$ cat src/rtl/fetch_unit.sv
// fetch_unit: instruction fetch stage feeding the decoder.
//   Owns the fetch PC, issues word requests to instruction memory, buffers
//   returned words together with their PC and hands them to the decoder.
//   Redirects flush buffered words and turn in-flight requests into stale
//   responses that are silently discarded when they return.
//
// Optional build macro: FETCH_MISALIGN_TRAP_EN
//   Adds out_misaligned and a HALT state entered on a misaligned redirect.
//   Without it the low two bits of redirect_pc are ignored.
//
// Ports:
//   clk, rst_n                       core clock, async active-low reset
//   imem_req_valid/ready/addr        fetch request channel
//   imem_resp_valid/data             in-order response channel
//   redirect_valid/pc                taken branch / jump from execute
//   out_valid/ready/instruction/pc   decoder channel
//   out_misaligned                   (FETCH_MISALIGN_TRAP_EN only) trap entry marker
module fetch_unit #(
    parameter logic [31:0] RESET_PC   = 32'h0000_0000,
    parameter int unsigned FIFO_DEPTH = 2
) (
    input  logic        clk,
    input  logic        rst_n,
    output logic        imem_req_valid,
    input  logic        imem_req_ready,
    output logic [31:0] imem_req_addr,
    input  logic        imem_resp_valid,
    input  logic [31:0] imem_resp_data,
    input  logic        redirect_valid,
    input  logic [31:0] redirect_pc,
    output logic        out_valid,
    input  logic        out_ready,
    output logic [31:0] out_instruction,
    output logic [31:0] out_pc
`ifdef FETCH_MISALIGN_TRAP_EN
    ,
    output logic        out_misaligned
`endif
);

    localparam int unsigned AW = (FIFO_DEPTH > 1) ? $clog2(FIFO_DEPTH) : 1;
    localparam int unsigned CW = AW + 1;
    localparam int unsigned SW = CW + 2;
    localparam logic [SW-1:0] DEPTH_S = SW'(FIFO_DEPTH);

    typedef enum logic [1:0] {
        ST_BOOT,
        ST_RUN
`ifdef FETCH_MISALIGN_TRAP_EN
        ,
        ST_HALT
`endif
    } state_t;

    state_t        r_state;
    logic [31:0]   r_fetch_pc;
    logic [CW-1:0] r_count;
    logic [CW-1:0] r_live;
    logic [CW-1:0] r_stale;
    logic [AW-1:0] r_rd;
    logic [AW-1:0] r_wr;
    logic [AW-1:0] r_tag_rd;
    logic [AW-1:0] r_tag_wr;
    logic [31:0]   r_data [FIFO_DEPTH];
    logic [31:0]   r_pcq  [FIFO_DEPTH];
    logic [31:0]   r_tag  [FIFO_DEPTH];

    logic [SW-1:0] w_inflight;
    logic [SW-1:0] w_stale_redir;
    logic          w_req_fire;
    logic          w_stale_rsp;
    logic          w_live_rsp;
    logic          w_pop;
    logic          w_push;
    logic [31:0]   w_target;
    logic [31:0]   w_push_data;
    logic [31:0]   w_push_pc;

`ifdef FETCH_MISALIGN_TRAP_EN
    logic          r_mis [FIFO_DEPTH];
    logic [31:0]   r_trap_pc;
    logic          r_trap_pend;
    logic          w_trap_push;
    logic          w_mis_redirect;
    logic          w_push_mis;

    assign w_mis_redirect = (redirect_pc[1:0] != 2'b00);
    assign w_trap_push    = (r_state == ST_HALT) && r_trap_pend &&
                            (r_count == '0) && !redirect_valid;
    assign out_misaligned = r_mis[r_rd];
`endif

    // Credit uses registered counts only; a pop this cycle frees no credit yet.
    assign w_inflight     = SW'(r_count) + SW'(r_live) + SW'(r_stale);
    assign imem_req_valid = (r_state == ST_RUN) && (w_inflight < DEPTH_S);
    assign imem_req_addr  = r_fetch_pc;
    assign w_req_fire     = imem_req_valid && imem_req_ready;

    assign w_stale_rsp = imem_resp_valid && (r_stale != '0);
    assign w_live_rsp  = imem_resp_valid && (r_stale == '0);

    assign out_valid       = (r_count != '0);
    assign out_instruction = r_data[r_rd];
    assign out_pc          = r_pcq[r_rd];
    assign w_pop           = out_valid && out_ready;

    assign w_target = redirect_pc & 32'hFFFF_FFFC;

    // Any response arriving in the redirect cycle (stale or live) is consumed
    // there, so it is removed from the outstanding total that becomes stale.
    assign w_stale_redir = SW'(r_stale) + SW'(r_live) + SW'(w_req_fire)
                         - SW'(imem_resp_valid);

    always_comb begin
        w_push      = w_live_rsp && !redirect_valid;
        w_push_data = imem_resp_data;
        w_push_pc   = r_tag[r_tag_rd];
`ifdef FETCH_MISALIGN_TRAP_EN
        w_push_mis  = 1'b0;
        if (w_trap_push) begin
            w_push      = 1'b1;
            w_push_data = 32'h0000_0013;
            w_push_pc   = r_trap_pc;
            w_push_mis  = 1'b1;
        end
`endif
    end

    always_ff @(posedge clk or negedge rst_n) begin
        if (!rst_n) begin
            r_state    <= ST_BOOT;
            r_fetch_pc <= RESET_PC;
            r_count    <= '0;
            r_live     <= '0;
            r_stale    <= '0;
            r_rd       <= '0;
            r_wr       <= '0;
            r_tag_rd   <= '0;
            r_tag_wr   <= '0;
            for (int unsigned i = 0; i < FIFO_DEPTH; i++) begin
                r_data[i] <= '0;
                r_pcq[i]  <= '0;
                r_tag[i]  <= '0;
`ifdef FETCH_MISALIGN_TRAP_EN
                r_mis[i]  <= 1'b0;
`endif
            end
`ifdef FETCH_MISALIGN_TRAP_EN
            r_trap_pc   <= '0;
            r_trap_pend <= 1'b0;
`endif
        end else if (redirect_valid) begin
            // Flush: a pop this cycle already delivered its word, so simply empty.
            r_count    <= '0;
            r_rd       <= r_wr;
            r_live     <= '0;
            r_stale    <= CW'(w_stale_redir);
            r_tag_rd   <= r_tag_wr;
            r_fetch_pc <= w_target;
            r_state    <= ST_RUN;
`ifdef FETCH_MISALIGN_TRAP_EN
            r_trap_pend <= 1'b0;
            if (w_mis_redirect) begin
                r_state     <= ST_HALT;
                r_trap_pc   <= redirect_pc;
                r_trap_pend <= 1'b1;
            end
`endif
        end else begin
            if (r_state == ST_BOOT) begin
                r_state <= ST_RUN;
            end
            if (w_req_fire) begin
                r_fetch_pc      <= r_fetch_pc + 32'd4;
                r_tag[r_tag_wr] <= r_fetch_pc;
                r_tag_wr        <= r_tag_wr + 1'b1;
            end
            if (w_live_rsp) begin
                r_tag_rd <= r_tag_rd + 1'b1;
            end
            r_live <= r_live + CW'(w_req_fire) - CW'(w_live_rsp);
            if (w_stale_rsp) begin
                r_stale <= r_stale - 1'b1;
            end
            if (w_push) begin
                r_data[r_wr] <= w_push_data;
                r_pcq[r_wr]  <= w_push_pc;
`ifdef FETCH_MISALIGN_TRAP_EN
                r_mis[r_wr]  <= w_push_mis;
`endif
                r_wr         <= r_wr + 1'b1;
            end
            if (w_pop) begin
                r_rd <= r_rd + 1'b1;
            end
            r_count <= r_count + CW'(w_push) - CW'(w_pop);
`ifdef FETCH_MISALIGN_TRAP_EN
            if (w_trap_push) begin
                r_trap_pend <= 1'b0;
            end
`endif
        end
    end

endmodule
$ cat config.mk
export PLATFORM = sky130hd
export DESIGN_NAME = fetch_unit
export DESIGN_NICKNAME = d
export VERILOG_FILES = /design/src/rtl/fetch_unit.sv
export SDC_FILE = /design/constraint.sdc
export NUM_CORES = 1
export LEC_CHECK = 0
export CAP_MARGIN = 25
export CORE_UTILIZATION = 50
export CTS_CLUSTER_SIZE = 14
export DETAILED_ROUTE_END_ITERATION = 12
export DONT_BUFFER_PORTS = 1
export SYNTH_ARGS = -nofsm -noshare
export SYNTH_HDL_FRONTEND = slang
export SYNTH_SLANG_ARGS = --single-unit
$ cat constraint.sdc
create_clock -name clk -period 6.2 [get_ports clk]
set_input_delay 1.86 -clock clk [delete_from_list [all_inputs] [get_ports clk]]
set_output_delay 1.86 -clock clk [all_outputs]
set_load 0.005 [all_outputs]
==> Word level (Yosys, flattened, before mapping) <==
Index checks and enable logic that the tools add are counted.
{ "totals": {"in_bits": 70, "wordCells": 91, "register_bits": 236} }
{ "op_classes": {"n_mux": 28, "bitwise_logic": 5, "reduce_logical": 20, "magnitude_cmp": 7, "n_addsub": 15, "n_eq_ne": 1} }
{ "op_table": {"columns": ["op", "n"], "rows": [
  ["2-to-1 mux 32 bit", 13],
  ["bitwise mux 64 bit", 3],
  ["demux 32 bit (select 1 bit)", 2],
  ["adder 32 x 3 -> 32 bit (second input constant)", 1],
  ["nonzero test 2 bit", 7],
  ["2-to-1 mux 2 bit", 6],
  [">= comparator 2 bit (second input constant)", 4],
  ["logical AND 1 bit", 8],
  ["inverter 1 -> 2 bit", 4],
  ["adder 2 x 1 -> 2 bit", 3],
  ["subtractor 2 x 1 -> 2 bit", 3],
  ["adder 1 bit (second input constant)", 4],
  ["adder 3 x 2 -> 4 bit", 1],
  ["logical NOT 2 bit", 2],
  ["< comparator 2 x 1 -> 1 bit (second input constant)", 2],
  ["< comparator 4 x 2 -> 1 bit (second input constant)", 1],
  ["2-to-1 mux 1 bit", 4],
  ["AND reduction 2 bit", 2],
  ["adder 2 x 2 -> 3 bit", 1],
  ["adder 2 bit", 1],
  ["equality test 2 x 1 -> 1 bit (second input constant)", 1],
  ["subtractor 2 x 1 -> 2 bit (second input constant)", 1],
  ["logical NOT 1 bit", 1],
  ["inverter 1 bit", 1]
]} }

==> Longest topological paths before layout <==
Gate-level depths: netlist (run 1).
{ "depth": {"word_depth": 8, "ltp_mapped": 12} }

==> Worst setup path before layout (run 1) <==
Ideal clock, no wire load.
{ "synth_path": {"path_type": "reg-to-output", "start": "register r_count[1]", "end": "output imem_req_valid", "stages_incl_launch_ff": 7, "required_ps": 4340, "arrival_ps": 1597, "n_path_buf": 0, "slack_ps": 2743, "path_cell_list": "dfrtp_1 > inv_1 > fa_1 > inv_1 > ha_1 > nand4bb_4 > inv_2"} }
{ "synth_between": {"elab_chain_len": 4} }
{ "synth_lines": {"columns": ["item", "line", "text"], "rows": [
  ["start, declared", "57", "logic [CW-1:0] r_count;"],
  ["start signal, assigned", "196", "r_count <= r_count + CW'(w_push) - CW'(w_pop);"],
  ["adder 2 x 2 -> 3 bit", "94", "assign w_inflight = SW'(r_count) + SW'(r_live) + SW'(r_stale);"],
  ["adder 3 x 2 -> 4 bit", "94", null],
  ["< comparator 4 x 2 -> 1 bit", "95", "assign imem_req_valid = (r_state == ST_RUN) && (w_inflight < DEPTH_S);"],
  ["logical AND 1 bit", "95", null],
  ["end, declared", "24", "output logic imem_req_valid,"]
]} }
Every way passes these cells.

==> Final worst setup path (run 1) <==
{ "layout_path": {"start": "register r_rd", "end": "output out_pc[30]"} }
{ "layout_between": {"elab_chain_len": 4} }
{ "layout_lines": {"columns": ["item", "line", "text"], "rows": [
  ["start, declared", "60", "logic [AW-1:0] r_rd;"],
  ["start signal, assigned", "155", "r_rd <= r_wr;"],
  ["start signal, assigned", "194", "r_rd <= r_rd + 1'b1;"],
  ["inverter 1 -> 2 bit (implied by the code)", "104", "assign out_pc = r_pcq[r_rd];"],
  ["2-to-1 mux 32 bit (implied by the code) (3 in series)", "104", null],
  ["end, declared", "34", "output logic [31:0] out_pc"]
]} }
Every way passes these cells. The select of a mux whose other input is x is not followed.

==> metrics.txt, run 1 <==
hold_ws=0.476 ns; vias per cell=5.81; Adder-Cell Fraction of Synth Area=1.49%; leakage=4.82 nW; largest family of logic cells by synthesized area=multiplexers; Max clock buf depth=3; Post-synth top cells=dfrtp_1, mux2_2, nand2_1; grt total ovfl=0; final WL=21300 um; first-pass detailed-route iteration total=7; final net count=901; Clock transition at path regs=0.06 ns; VDD IR max=0.221 mV; mux share of post-synthesis cell area=a little under a quarter; Worst R2R Setup Slack=2.91 ns; Avg Inst Size Synth=12.1 um^2; critical path arrival=2.42 ns; reg2reg end=imem_req_addr[26]; CP endpoint kind=output pin; Final Cycle Share=69.0%; critical path required time=4.34 ns; setup TNS=0 ns; I/O pins=between 150 and 200; end of the critical path=out_pc[30]; Skew-Pair Late Insertion Delay=0.51 ns; CTS H-tree lvls=1; area delta synth->final=8.61%; Max-cap violations=0; result of the run=finished, final reports clean; initial antenna violation count=0; Max Fclk=234 MHz; Top FF cell, synth=dfrtp_1; post-CTS resize count=0; XOR/XNOR Fraction of Synth Area=between 1.5 and 2%; CTS root buffer=clkbuf_16; Via Count=roughly 6400; slew at the pin with the worst max-slew slack=~1 ns; min-delay worst type=flop to flop; die area=0.0210 mm^2; Iter 0 DRT Violations=244; Setup Crit Path Kind=flop to output pin; unrepaired setup endpoints after global routing=no; synth warn=0; cell with the most instances after synthesis=dfrtp_1; Std-Cell Rows=51; total CTS buffers=24; first-pass GRT wire length=35000 um; Residual DRC=0; number of global-route vias before repair=6572; setup violators final=0; Hold Fails Final Rpt=0; max-slew violation count=0; Seq cells post-synth=roughly 230; CTS tree=done; n_diodes=0; initial core utilization=51.7%; CP Launch Type=flop; count of cell types in the netlist=47; reg2reg path depth=8; share of the synthesized area in the top cell type=55.0%; post-layout util=56.2%; power density over the cells=498 mW/mm^2; Die X=145 um; Compound-Gate Fraction of Synth Area=6.40%; Synth Cell Area=slightly above 0.01 mm^2; clock skew=0.0111 ns; share of cells above drive strength 1=28.3%; RD Place Congestion=0.853; die height=145 um; Post-CTS Setup Bufs=0; sequential share of the synthesized area=55.0%; Routed Antenna Nets=0; Core Area=0.0198 mm^2; WL/cell=slightly below 20 um; CP Launch Point=r_rd; largest area contributor in the netlist=dfrtp_1; largest net degree at the start of global routing=226; EDFF count, synth=0; simple-gate area share of the yosys netlist=8.88%; clk sinks=225; Final Critical Period=4.28 ns; maximum fanout along the worst path=36; post-DP HPWL=~14000 um; Synth area leaders=dfrtp_1, mux2_2, mux2i_1; Max-Slew Margin vs Limit=33.1%; Syn Inst Count=843; CTS Hold Bufs=0; Total GRT Usage=about a fifth; port bufs=0; FFs w/ async S/R, synth=100%; R2R Path Start=r_count[1]
## worst min path at each step
stage,from,depth (start not counted),endpoint,slack [ns]
2_1_floorplan,r_pcq[10],2,r_pcq[10],0.44
3_3_place_gp,r_pcq[31],2,r_pcq[31],0.46
3_5_place_dp,r_pcq[27],2,r_pcq[27],0.46
4_1_cts,r_pcq[27],2,r_pcq[27],0.48
5_1_grt,r_pcq[28],2,r_pcq[28],0.49
6_report,r_pcq[27],2,r_pcq[27],0.48
## final cells by class
cell class              count  area [um^2]
fillers                  1671         8670
flip-flops and latches    225         5630
multi-input cells         549         4310
clock buffers              36          697
well taps                 265          332
repair buffers              6         57.6
inverters                  14         52.6
clock inverters             5         25.0
## layer usage
metal  GRT usage [%]  wire, um
met3            4.81      1380
met2            33.2      9910
met1            28.2      9640
met4            5.37       364
met5               0         0
## flip-flops by register name, indices dropped and copies added, names as in the netlist, 2 cells and up
register	count
r_data	64
r_pcq	60
r_tag	60
imem_req_addr	30
r_count	2
r_live	2
r_stale	2
## stage by stage
step | area (um^2) | instances | total power [mW] | worst slack (ns)
2_1_floorplan | 10200 | 846 | 3.82 | 2.74
3_3_place_gp | 10400 | 1059 | 4.16 | 2.45
3_5_place_dp | 10400 | 1059 | 4.26 | 2.41
4_1_cts | 11100 | 1100 | 5.61 | 1.86
5_1_grt | 11100 | 1100 | 5.92 | 1.80
6_report | 11100 | 1100 | 5.53 | 1.92
## critical path, stage by stage (launching register included)
cell and delay [ns]:
dfrtp_2 0.96, buf_4 0.49, mux2_2 0.42
## kinds of logic after synthesis
group	Yosys count
DFF	225
muxes	216
and+or+nand+nor	180
AOI/OAI and AO/OA	117
buffers and inverters	72
xor gates and xnor gates	20
adders and majority gates	11
other	2
## placed cells by master, fill, tap and decap left out, types with 8 or more instances in the layout
master | Yosys | routed
or4_1 | 13 | 13
a31oi_1 | 16 | 16
xnor2_1 | 14 | 14
nor2_1 | 51 | 51
clkbuf_1 | 40 | 8
mux2_2 | 185 | 185
inv_1 | 13 | 13
nand2_1 | 55 | 55
nand3_1 | 13 | 13
mux2i_1 | 31 | 31
ha_1 | 9 | 9
dfrtp_1 | 225 | 223
o21ai_0 | 52 | 52
nand4_1 | 11 | 11
o31ai_1 | 11 | 11
a21oi_1 | 31 | 31
clkbuf_16 | 0 | 25
## report_power, final
part	switching, mW	leakage [nW]	internal, mW
Sequential	0.446	2.76	2.10
Combinational	0.749	1.70	0.924
Clock	0.542	0.359	0.770
(Power assumes the default switching activity.)
==> run 2, diff against run 1 <==
--- a/config.mk
+++ b/config.mk
@@ -10,6 +10,7 @@
 export CTS_CLUSTER_SIZE = 14
 export DETAILED_ROUTE_END_ITERATION = 12
 export DONT_BUFFER_PORTS = 1
+export PLACE_DENSITY = 0.68
 export SYNTH_ARGS = -nofsm -noshare
 export SYNTH_HDL_FRONTEND = slang
 export SYNTH_SLANG_ARGS = --single-unit
==> constraint.sdc (replaced) <==
create_clock -name clk -period 3.87 [get_ports clk]
set_input_delay 1.161 -clock clk [delete_from_list [all_inputs] [get_ports clk]]
set_output_delay 1.161 -clock clk [all_outputs]
set_load 0.005 [all_outputs]
==> metrics.txt, run 2 (synthesis gave the netlist of run 1 again) <==
result of the run=finished, final reports clean; combinational share of power=30.9%; post-layout util=between 50 and 60%; Finished Layout Cells=~1100; most frequent cells in the layout=dfrtp_1, mux2_2, nand2_1; Core Area=roughly 0.020 mm^2; Max Fclk=293 MHz; Routed Antenna Nets=0; Total GRT Usage=20.4%; critical path arrival=2.26 ns; max-slew violation count=0; total CTS buffers=25; Internal Power=6.20 mW; vias per cell=5.78; cell repeated most along the worst path=inv_1; reg2reg path depth=8; number of global-route vias before repair=6443; I/O pins=168; Post-CTS Setup Bufs=0; port bufs=0; post-CTS resize count=0; worst path bufs/invs=3; Residual DRC=0; Max-cap violations=0; area delta synth->final=9.38%; CTS H-tree lvls=1; Reg with most FFs=r_data; sw power=2.83 mW; Worst path depth=6; first-pass detailed-route iteration total=4; setup violators final=0; leakage=4.84 nW; commonest non-fill, non-tap cell in the layout=dfrtp_1; Clock transition at path regs=0.05 ns; final WL=~21000 um; crit-path cells=inv_1 > fa_1 > inv_1 > ha_1 > nand4bb_4 > inv_2; CP Launch Type=flop; unrepaired setup endpoints after global routing=no; slew at the pin with the worst max-slew slack=approximately 0.96 ns; grt total ovfl=0; Max clock buf depth=3; Largest regs=r_data: 64 flops, r_pcq: 60 flops, r_tag: 60 flops; part of the power in registers=44.6%; Iter 0 DRT Violations=289; CTS root buffer=clkbuf_16; critical path required time=~2.7 ns; VDD IR max=0.348 mV; Setup Crit Path Kind=flop to output pin; die height=145 um; clk sinks=225; CP max stage cell=fa_1; initial core utilization=51.7%; CTS tree=done; Switching Fraction=31.4%; clock share of power=24.5%; WL/cell=19.0 um; die area=0.0210 mm^2; power density over the cells=807 mW/mm^2; setup TNS=0 ns; CTS Hold Bufs=0; Std-Cell Rows=51; n_diodes=0; max reg flops=64; Die X=145 um; Final Cycle Share=88.3%; Top delay family on crit path=adder cells; min-delay worst type=input pin to async pin; first-pass GRT wire length=34600 um; share of cells above drive strength 1=28.3%; initial antenna violation count=0; Max-Slew Margin vs Limit=35.7%; Final Critical Period=3.42 ns; maximum fanout along the worst path=10; RD Place Congestion=approximately 0.85; Total Power=9.03 mW; Crit path largest cell delay=around 0.50 ns; CP endpoint kind=output pin; dpl cells=1059; final net count=902; Hold Fails Final Rpt=0; clock skew=0.00833 ns; hold_ws=0.356 ns; Via Count=6370; post-DP HPWL=13800 um; largest net degree at the start of global routing=226; Skew-Pair Late Insertion Delay=0.50 ns
==> run 2: cell types whose count changed in the layout (fill, tap and decap cells not counted) <==
| cell | delta |
|---|---|
| clkbuf_1 | +2 |
| clkbuf_8 | +1 |
| bufinv_16 | +1 |
| clkinvlp_4 | +3 |
| buf_12 | +2 |
| buf_4 | -2 |
| clkinv_2 | -4 |
==> run 2: power by group through the flow <==
stage               combinational, mW  clock [mW]  sequential [mW]
finish                           2.79        2.22             4.03
global route                     3.08        2.38             4.16
CTS                              2.83        2.27             4.03
detailed placement               2.80           0             4.07
global placement                 2.69           0             3.98
floorplan                        2.34           0             3.79
==> run 2: final cells by class <==
cell class                 instances  area, um^2
multi-input combinational        549        4310
fill                            1610        8590
timing repair buffer               6        82.6
tap                              265         332
inverter                          14        52.6
clock inverter                     5        57.6
clock buffer                      39         718
sequential                       225        5630
==> run 2: final timing paths <==
path,endpoint,slack [ns],from
max in group asynchronous,imem_req_addr[20],3.20,rst_n
min in group clk,r_pcq[6],0.47,r_pcq[6]
hold reg to reg,r_pcq[6],0.47,r_pcq[6]
setup reg to reg,imem_req_addr[22],0.64,r_live[1]
hold / removal,r_data[40],0.36,rst_n
setup / recovery,imem_req_valid,0.45,r_live[1]
==> run 2: metal layers <==
metal  routed length, um  GRT usage (%)  up-vias
li1                    -              -     2952
met1                9380           28.3     3182
met2                9810           32.3      203
met5                   0              0        -
met3                1410           4.78       33
met4                 355           5.11        0
==> run 2: stage by stage <==
| stage | area [um^2] | worst slack, ns |
|---|---|---|
| floorplan | 10200 | 1.05 |
| global placement | 10400 | 0.724 |
| detailed placement | 10400 | 0.655 |
| CTS | 11200 | 0.422 |
| global route | 11200 | 0.336 |
| finish | 11200 | 0.453 |
==> run 3, diff against run 2 <==
--- a/config.mk
+++ b/config.mk
@@ -6,11 +6,12 @@
 export NUM_CORES = 1
 export LEC_CHECK = 0
 export CAP_MARGIN = 25
+export CORE_MARGIN = 2
 export CORE_UTILIZATION = 50
 export CTS_CLUSTER_SIZE = 14
 export DETAILED_ROUTE_END_ITERATION = 12
 export DONT_BUFFER_PORTS = 1
-export PLACE_DENSITY = 0.68
+export REMOVE_ABC_BUFFERS = 1
 export SYNTH_ARGS = -nofsm -noshare
 export SYNTH_HDL_FRONTEND = slang
 export SYNTH_SLANG_ARGS = --single-unit
==> constraint.sdc (replaced) <==
create_clock -name clk -period 4.35 [get_ports clk]
set_input_delay 1.305 -clock clk [delete_from_list [all_inputs] [get_ports clk]]
set_output_delay 1.305 -clock clk [all_outputs]
set_load 0.005 [all_outputs]
==> metrics.txt, run 3 (synthesis gave the netlist of run 1 again) <==
setup violators final=0; Final Cycle Share=about 82%; dpl cells=about 1100; number of global-route vias before repair=6622; Switching Fraction=30.1%; final WL=21600 um; CTS tree=done; CP endpoint kind=output pin; Setup Crit Path Kind=flop to output pin; Hold Fails Final Rpt=0; Max clock buf depth=3; commonest non-fill, non-tap cell in the layout=dfrtp_1; CP max stage cell=fa_1; CTS root buffer=clkbuf_16; Clock transition at path regs=approximately 0.06 ns; Worst path depth=6; Iter 0 DRT Violations=260; result of the run=finished, final reports clean; post-DP HPWL=13500 um; Worst R2R Setup Slack=1.08 ns; leakage=4.89 nW; Std-Cell Rows=52; port bufs=0; Die X=147 um; Total GRT Usage=between 20% and 30%; largest net degree at the start of global routing=~230; clk sinks=225; clock share of power=26.0%; CP Launch Type=flop; final net count=902; RD Place Congestion=0.813; first-pass detailed-route iteration total=4; WL/cell=19.5 um; maximum fanout along the worst path=10; Max Fclk=280 MHz; total CTS buffers=24; combinational share of power=29.0%; CTS Hold Bufs=0; share of cells above drive strength 1=approximately 29%; Internal Power=5.66 mW; unrepaired setup endpoints after global routing=no; part of the power in registers=around 45%; max-slew violation count=0; reg2reg end=imem_req_addr[30]; crit-path cells=inv_1 > fa_1 > inv_1 > ha_1 > nand4bb_4 > inv_2; initial antenna violation count=2; Reg with most FFs=r_data; critical path arrival=2.27 ns; die height=147 um; I/O pins=168; R2R Path Start=r_live[1]; power density over the cells=roughly 720 mW/mm^2; min-delay worst type=flop to flop; Post-CTS Setup Bufs=0; worst path bufs/invs=3; initial core utilization=50.7%; Max-Slew Margin vs Limit=33.7%; reg2reg path depth=8; Skew-Pair Late Insertion Delay=a little over 0.5 ns; setup TNS=0 ns; cell repeated most along the worst path=inv_1; post-CTS resize count=0; Via Count=6293; Finished Layout Cells=1108; Core Area=0.0202 mm^2; Residual DRC=0; slew at the pin with the worst max-slew slack=0.995 ns; area delta synth->final=10.2%; Top delay family on crit path=adder cells; FILL cells=1676; vias per cell=roughly 5.7; CP Launch Point=r_live[1]; most frequent cells in the layout=dfrtp_1, mux2_2, nand2_1; sw power=between 2 and 2.5 mW; VDD IR max=0.644 mV; first-pass GRT wire length=around 35000 um; Routed Antenna Nets=0; Max-cap violations=0; n_diodes=0; clock skew=0.0208 ns; grt total ovfl=0; end of the critical path=imem_req_valid; die area=0.0216 mm^2; max reg flops=64; Final Critical Period=3.58 ns; Crit path largest cell delay=0.50 ns; Largest regs=r_data: 64 flops, r_pcq: 60 flops, r_tag: 60 flops; critical path required time=slightly above 3 ns; CTS H-tree lvls=1
## run 3: layout make-up
| type | instances | area [um^2] | area share (%) |
|---|---|---|---|
| clock buffer | 38 | 734 | 6.51 |
| inverter | 14 | 52.6 | 0.466 |
| multi-input combinational | 549 | 4310 | 38.2 |
| clock inverter | 5 | 100 | 0.888 |
| timing repair buffer | 7 | 103 | 0.910 |
| sequential | 225 | 5640 | 50.0 |
| tap | 270 | 338 | 3.00 |
## run 3: worst min-delay path by stage
stage | startpoint | endpoint | slack, ns | cells past startpoint
global placement | r_pcq[22] | r_pcq[22] | 0.45 | 2
CTS | rst_n | r_data[28] | 0.47 | 0
floorplan | r_pcq[10] | r_pcq[10] | 0.44 | 2
detailed placement | r_pcq[27] | r_pcq[27] | 0.46 | 2
finish | r_pcq[27] | r_pcq[27] | 0.47 | 2
global route | rst_n | r_data[8] | 0.46 | 0
## run 3: through the flow
| stage | cell area, um^2 | hold WS [ns] | setup WS, ns | util (%) | total power, mW |
|---|---|---|---|---|---|
| CTS | 11200 | 0.470 | 0.748 | 55.7 | 8.18 |
| finish | 11300 | 0.471 | 0.774 | 55.9 | 8.09 |
| global placement | 10400 | 0.455 | 1.12 | 51.6 | 5.86 |
| floorplan | 9990 | 0.444 | -3.04 | - | 5.45 |
| detailed placement | 10400 | 0.465 | 1.07 | 51.6 | 6.04 |
| global route | 11300 | 0.464 | 0.659 | 55.9 | 8.64 |
## run 3: power groups by stage
stage	combinational [mW]	clock, mW	sequential (mW)
2_1_floorplan	1.96	0	3.49
3_3_place_gp	2.20	0	3.66
3_5_place_dp	2.30	0	3.74
5_1_grt	2.61	2.25	3.78
4_1_cts	2.32	2.16	3.70
6_report	2.34	2.11	3.64
## run 3: layer usage
| metal | vias to the layer above | track usage (%) | routed length (um) |
|---|---|---|---|
| li1 | 2944 | - | - |
| met1 | 3162 | 25.8 | 9110 |
| met2 | 153 | 34.6 | 10600 |
| met3 | 32 | 5.53 | 1500 |
| met4 | 2 | 4.23 | 348 |
| met5 | - | 0 | 15 |
## run 3: tightest hold or removal path, cell delays in order (launching register included)
cell and delay, ns:
dfrtp_1 0.33, nand2_1 0.04, o21ai_0 0.06
==> edit 1, RTL diff (flow settings as in run 3) <==
`FIFO_DEPTH`: 2 -> 1.
--- a/src/rtl/fetch_unit.sv
+++ b/src/rtl/fetch_unit.sv
@@ -18,5 +18,5 @@
 module fetch_unit #(
     parameter logic [31:0] RESET_PC   = 32'h0000_0000,
-    parameter int unsigned FIFO_DEPTH = 2
+    parameter int unsigned FIFO_DEPTH = 1
 ) (
     input  logic        clk,
Check against the original RTL: not equivalent (Yosys sat finds a counterexample within 4 cycles, from zero or initial values and one cycle with rst_n low).
==> edit 1 against run 3 <==
The flow now finishes with violations (design-rule violations). Sequential cell count down 94. Combinational power shrank 61%. Fmax is 6.5% higher. Synthesized area fell by 42%. Cell area decreased by 41%. Largest cell class unchanged. Total power shrank 47%. Worst setup slack improved by 0.22 ns. Highest routed layer is now met4. Critical path depth did not move. Routed wire length down 43%.
==> edit 1: results (changes against run 3) <==
- DP Cell Count: 604 (-43%)
- First-pass GRT wire length: 20000 um (-43%)
- Vias in the first global route: 3856 (-42%)
- Worst Setup SP: r_count[1]$_DFF_PN0_
- Synth top area share: 55.3% (+0.23 points)
- DRC violations left: 16 (+16)
- Leak: 0.00287 uW (-41%)
- Drt wl/cell: 19.3 um (-1.3%)
- Fin worst setup slack: 0.994 ns (+0.219 ns)
- Hold_sp: r_tag[29]$_DFFE_PN0P_
- Layout cell share with drive strength beyond 1: 17.2% (-11 points)
- Placement-stage cell area: 6030 sq um (-42%)
- Worst-Skew Late Latency: 0.41 ns (-0.10 ns)
- Initial antenna violation count: 0 (-2)
- Non-filler cells, final: 636 (-43%)
- R2r setup slk: 1.28 ns (+0.20 ns)
- Worst r2r path cells: 11 (+3)
- Crit Reg-Reg Endpoint: r_stale[1]$_DFFE_PN0P_
- Max FO, Critical Path: 9 (-1)
- HPWL Detailed: 8460 um (-37%)
- Area growth, synth to finish: 11.6%
- Final nets: 561 (-38%)
- Ranking of synthesized cells by instance count: 131 x dfrtp_1, 48 x mux2_1, 44 x mux2_2
- CTS max path bufs: 2 (-1)
- Yosys cell types: 49 (+4.3%)
- Delay of the slowest cell on the worst path: 0.53 ns (+0.03 ns)
- Failing checks: design-rule violations
- Iter 0 DRT Violations: 248 (-4.6%)
- Max reg flops: 32 (-50%)
- Area fraction in compound gates after synthesis: 6.27% (-0.13 points)
- Status: finished, violations left
- Peak VDD IR: 287 uV (-55%)
- Seq/Total Area, Yosys: 55.3% (+0.23 points)
- R2R Path Start: r_count[1]$_DFF_PN0_
## edit 1: cell families after synthesis
kind of cell             count (synthesis)
flip-flops                             131
AND/OR/NAND/NOR                        125
AO/OA/AOI/OAI                           57
buffers and inverters                   44
XOR/XNOR                                17
adder cells (fa/ha/maj)                 11
other                                    2
multiplexers                            93
## edit 1: routing by layer
metal | share of wire (%) | GRT usage (%) | wire length, um
met5 | 0 | 0 | 0
met4 | 1.3 | 6.75 | 159
met3 | 8.8 | 8.14 | 1080
met2 | 49 | 32.4 | 6040
met1 | 41 | 25.2 | 4970
## edit 1: power breakdown
part           internal (uW)  total [uW]  switching [uW]  leakage, uW
Sequential              1680        2010             334      0.00161
Clock                    885        1380             494     0.000283
Combinational            508         923             415     0.000972
Total                   3070        4310            1240      0.00287
## edit 1: cell type report
type | count | area share, %
Inverter | 17 | 0.964
Clock buffer | 23 | 7.22
Multi-Input combinational cell | 308 | 37.4
Clock inverter | 9 | 1.57
Timing Repair Buffer | 5 | 0.567
Tap cell | 143 | 2.70
Sequential cell | 131 | 49.5
## edit 1: worst min-delay path by stage
stage | endpoint | slack, ns | cells past startpoint
floorplan | r_wr$_DFFE_PN0P_ | 0.45 | 1
global placement | r_tag[29]$_DFFE_PN0P_ | 0.46 | 1
detailed placement | r_tag[29]$_DFFE_PN0P_ | 0.47 | 1
CTS | r_tag[21]$_DFFE_PN0P_ | 0.48 | 1
global route | r_tag[21]$_DFFE_PN0P_ | 0.49 | 1
finish | r_tag[29]$_DFFE_PN0P_ | 0.48 | 1
==> edit 2, RTL diff (flow settings as in run 3) <==
Made on the original files. Make the reset (`rst_n`) synchronous in one clocked block. Comments in the files are not updated.
--- a/src/rtl/fetch_unit.sv
+++ b/src/rtl/fetch_unit.sv
@@ -127,5 +127,5 @@
     end
 
-    always_ff @(posedge clk or negedge rst_n) begin
+    always_ff @(posedge clk) begin
         if (!rst_n) begin
             r_state    <= ST_BOOT;
Behaviour: differs if rst_n is asserted again (counterexample within 4 cycles, from zero or initial values and one cycle with rst_n low); with rst_n held inactive, the same outputs for 4 cycles.
==> edit 2 against run 3 <==
Cell area increased by 0.87%. Critical endpoint unchanged. Highest routed layer is now met4. Worst setup slack got worse by 0.094 ns. Critical path type unchanged. Routed wire length decreased by 1.8%. Sequential cell count increased by 2. Count of clock-buffer cells in the layout decreased by 10. Sequential share of layout area increased by 6.2 points. Largest cell class unchanged. Synthesized cell count decreased by 4.2%. Synthesized area increased by 1.2%.
Power is not compared: it rests on default switching activity, and its combinational part moved more than twofold at a synthesized area within 25%.
==> edit 2: results (changes against run 3) <==
- Worst Skew: 0.0197 ns (-0.00104 ns)
- GR Util met2: 33.1% (-1.6 points)
- Hold_sp: r_tag[0][2]$_SDFFCE_PN0P_
- Drt wl/cell: 19.7 um (+0.77%)
- Metal-1 WL: 8810 um (-3.3%)
- Worst Path Arrival: 2.36 ns (+0.09 ns)
- Filler instances: 1677 (+0.060%)
- M1 GR Usage: 24.7% (-1.1 points)
- Top sig layer: met4
- Hold Slack: 0.574 ns (+0.103 ns)
- Largest cells by area after synthesis: edfxtp_1 53%, dfxtp_1 8.3%, and2_1 7.5%, mux2_2 6.7%, mux2i_1 2.9%
- HPWL Detailed: 13600 um (+0.47%)
- Max FO, Critical Path: 12 (+2)
- Met3 GRT Util: 5.15% (-0.37 points)
- Yosys cell types: 58 (+23%)
- Layout cell share with drive strength beyond 1: 15.5% (-13 points)
- R2r setup slk: 1.02 ns (-0.06 ns)
- Final nets: 873 (-3.2%)
- Total track usage: 19.5% (-0.66 points)
- Worst r2r path cells: 11 (+3)
- Vias per std cell: 5.64 (-0.78%)
- Worst Setup SP: r_live[1]$_SDFF_PP0_
- WL met2: 10200 um (-4.1%)
- Slew margin rel.: 34.3% (+0.62 points)
- Async set-reset flop share out of synthesis: 0% (-100 points)
- Iter 0 DRT Violations: 348 (+34%)
- Final Wtd Congestion: 0.834 (+2.6%)
- First-pass GRT wire length: 33400 um (-4.9%)
- Crit Reg-Reg Endpoint: r_tag[0][12]$_SDFFCE_PN0P_
- Initial antenna violation count: 1 (-1)
- EDFF count, synth: 184 (+184)
- Status: finished clean
-- edit 2: cell types whose count changed in the layout (fill, tap and decap cells not counted), moves of 16 or more --
cell and change:
o21ai_0 -29, edfxtp_1 +184, a21oi_1 -22, dfxtp_1 +41, nor2_1 +16, mux2_2 -123
and2_1 +122, dfrtp_1 -223, nand2_1 -35
-- edit 2: cell type report --
type / instances / area, sq um / area share (%)
Antenna cell: 1 / 2.50 / 0.0220
Clock buffer: 28 / 616 / 5.41
Clock inverter: 15 / 205 / 1.80
Inverter: 12 / 45.0 / 0.396
Multi-Input combinational cell: 516 / 3700 / 32.5
Sequential cell: 227 / 6390 / 56.2
Tap cell: 270 / 338 / 2.97
Timing Repair Buffer: 11 / 82.6 / 0.726
-- edit 2: cell families (layout without fill, tap and decap cells) --
logic type,after synthesis,after routing,synth area share (%)
buf+inv,68,66,3.00
xor+xnor,20,20,1.69
mux,92,92,9.65
simple gates,308,308,17.1
flops,227,227,61.7
other cells,1,5,0.0362
fa+ha+maj,11,11,1.48
compound gates,81,81,5.31
-- edit 2: where the power goes --
group	total [uW]	switching (uW)	internal (uW)	leakage, uW
logic	521	301	220	0.00146
registers	2640	113	2520	0.00227
clock network	2110	806	1310	0.000402
total	5270	1220	4050	0.00414
-- edit 2: stage by stage --
stage | instance area [sq um] | setup TNS (ns) | worst slack [ns] | total power, uW | cells
final | 11400 | 0 | 0.681 | 5270 | 1080
after global routing | 11400 | 0 | 0.567 | 5490 | 1080
after CTS | 11400 | 0 | 0.661 | 5320 | 1079
after detailed placement | 10600 | 0 | 1.02 | 3210 | 1036
after global placement | 10600 | 0 | 1.05 | 3180 | 1036
after floorplan | 10100 | -172.86 | -2.67 | 3050 | 755
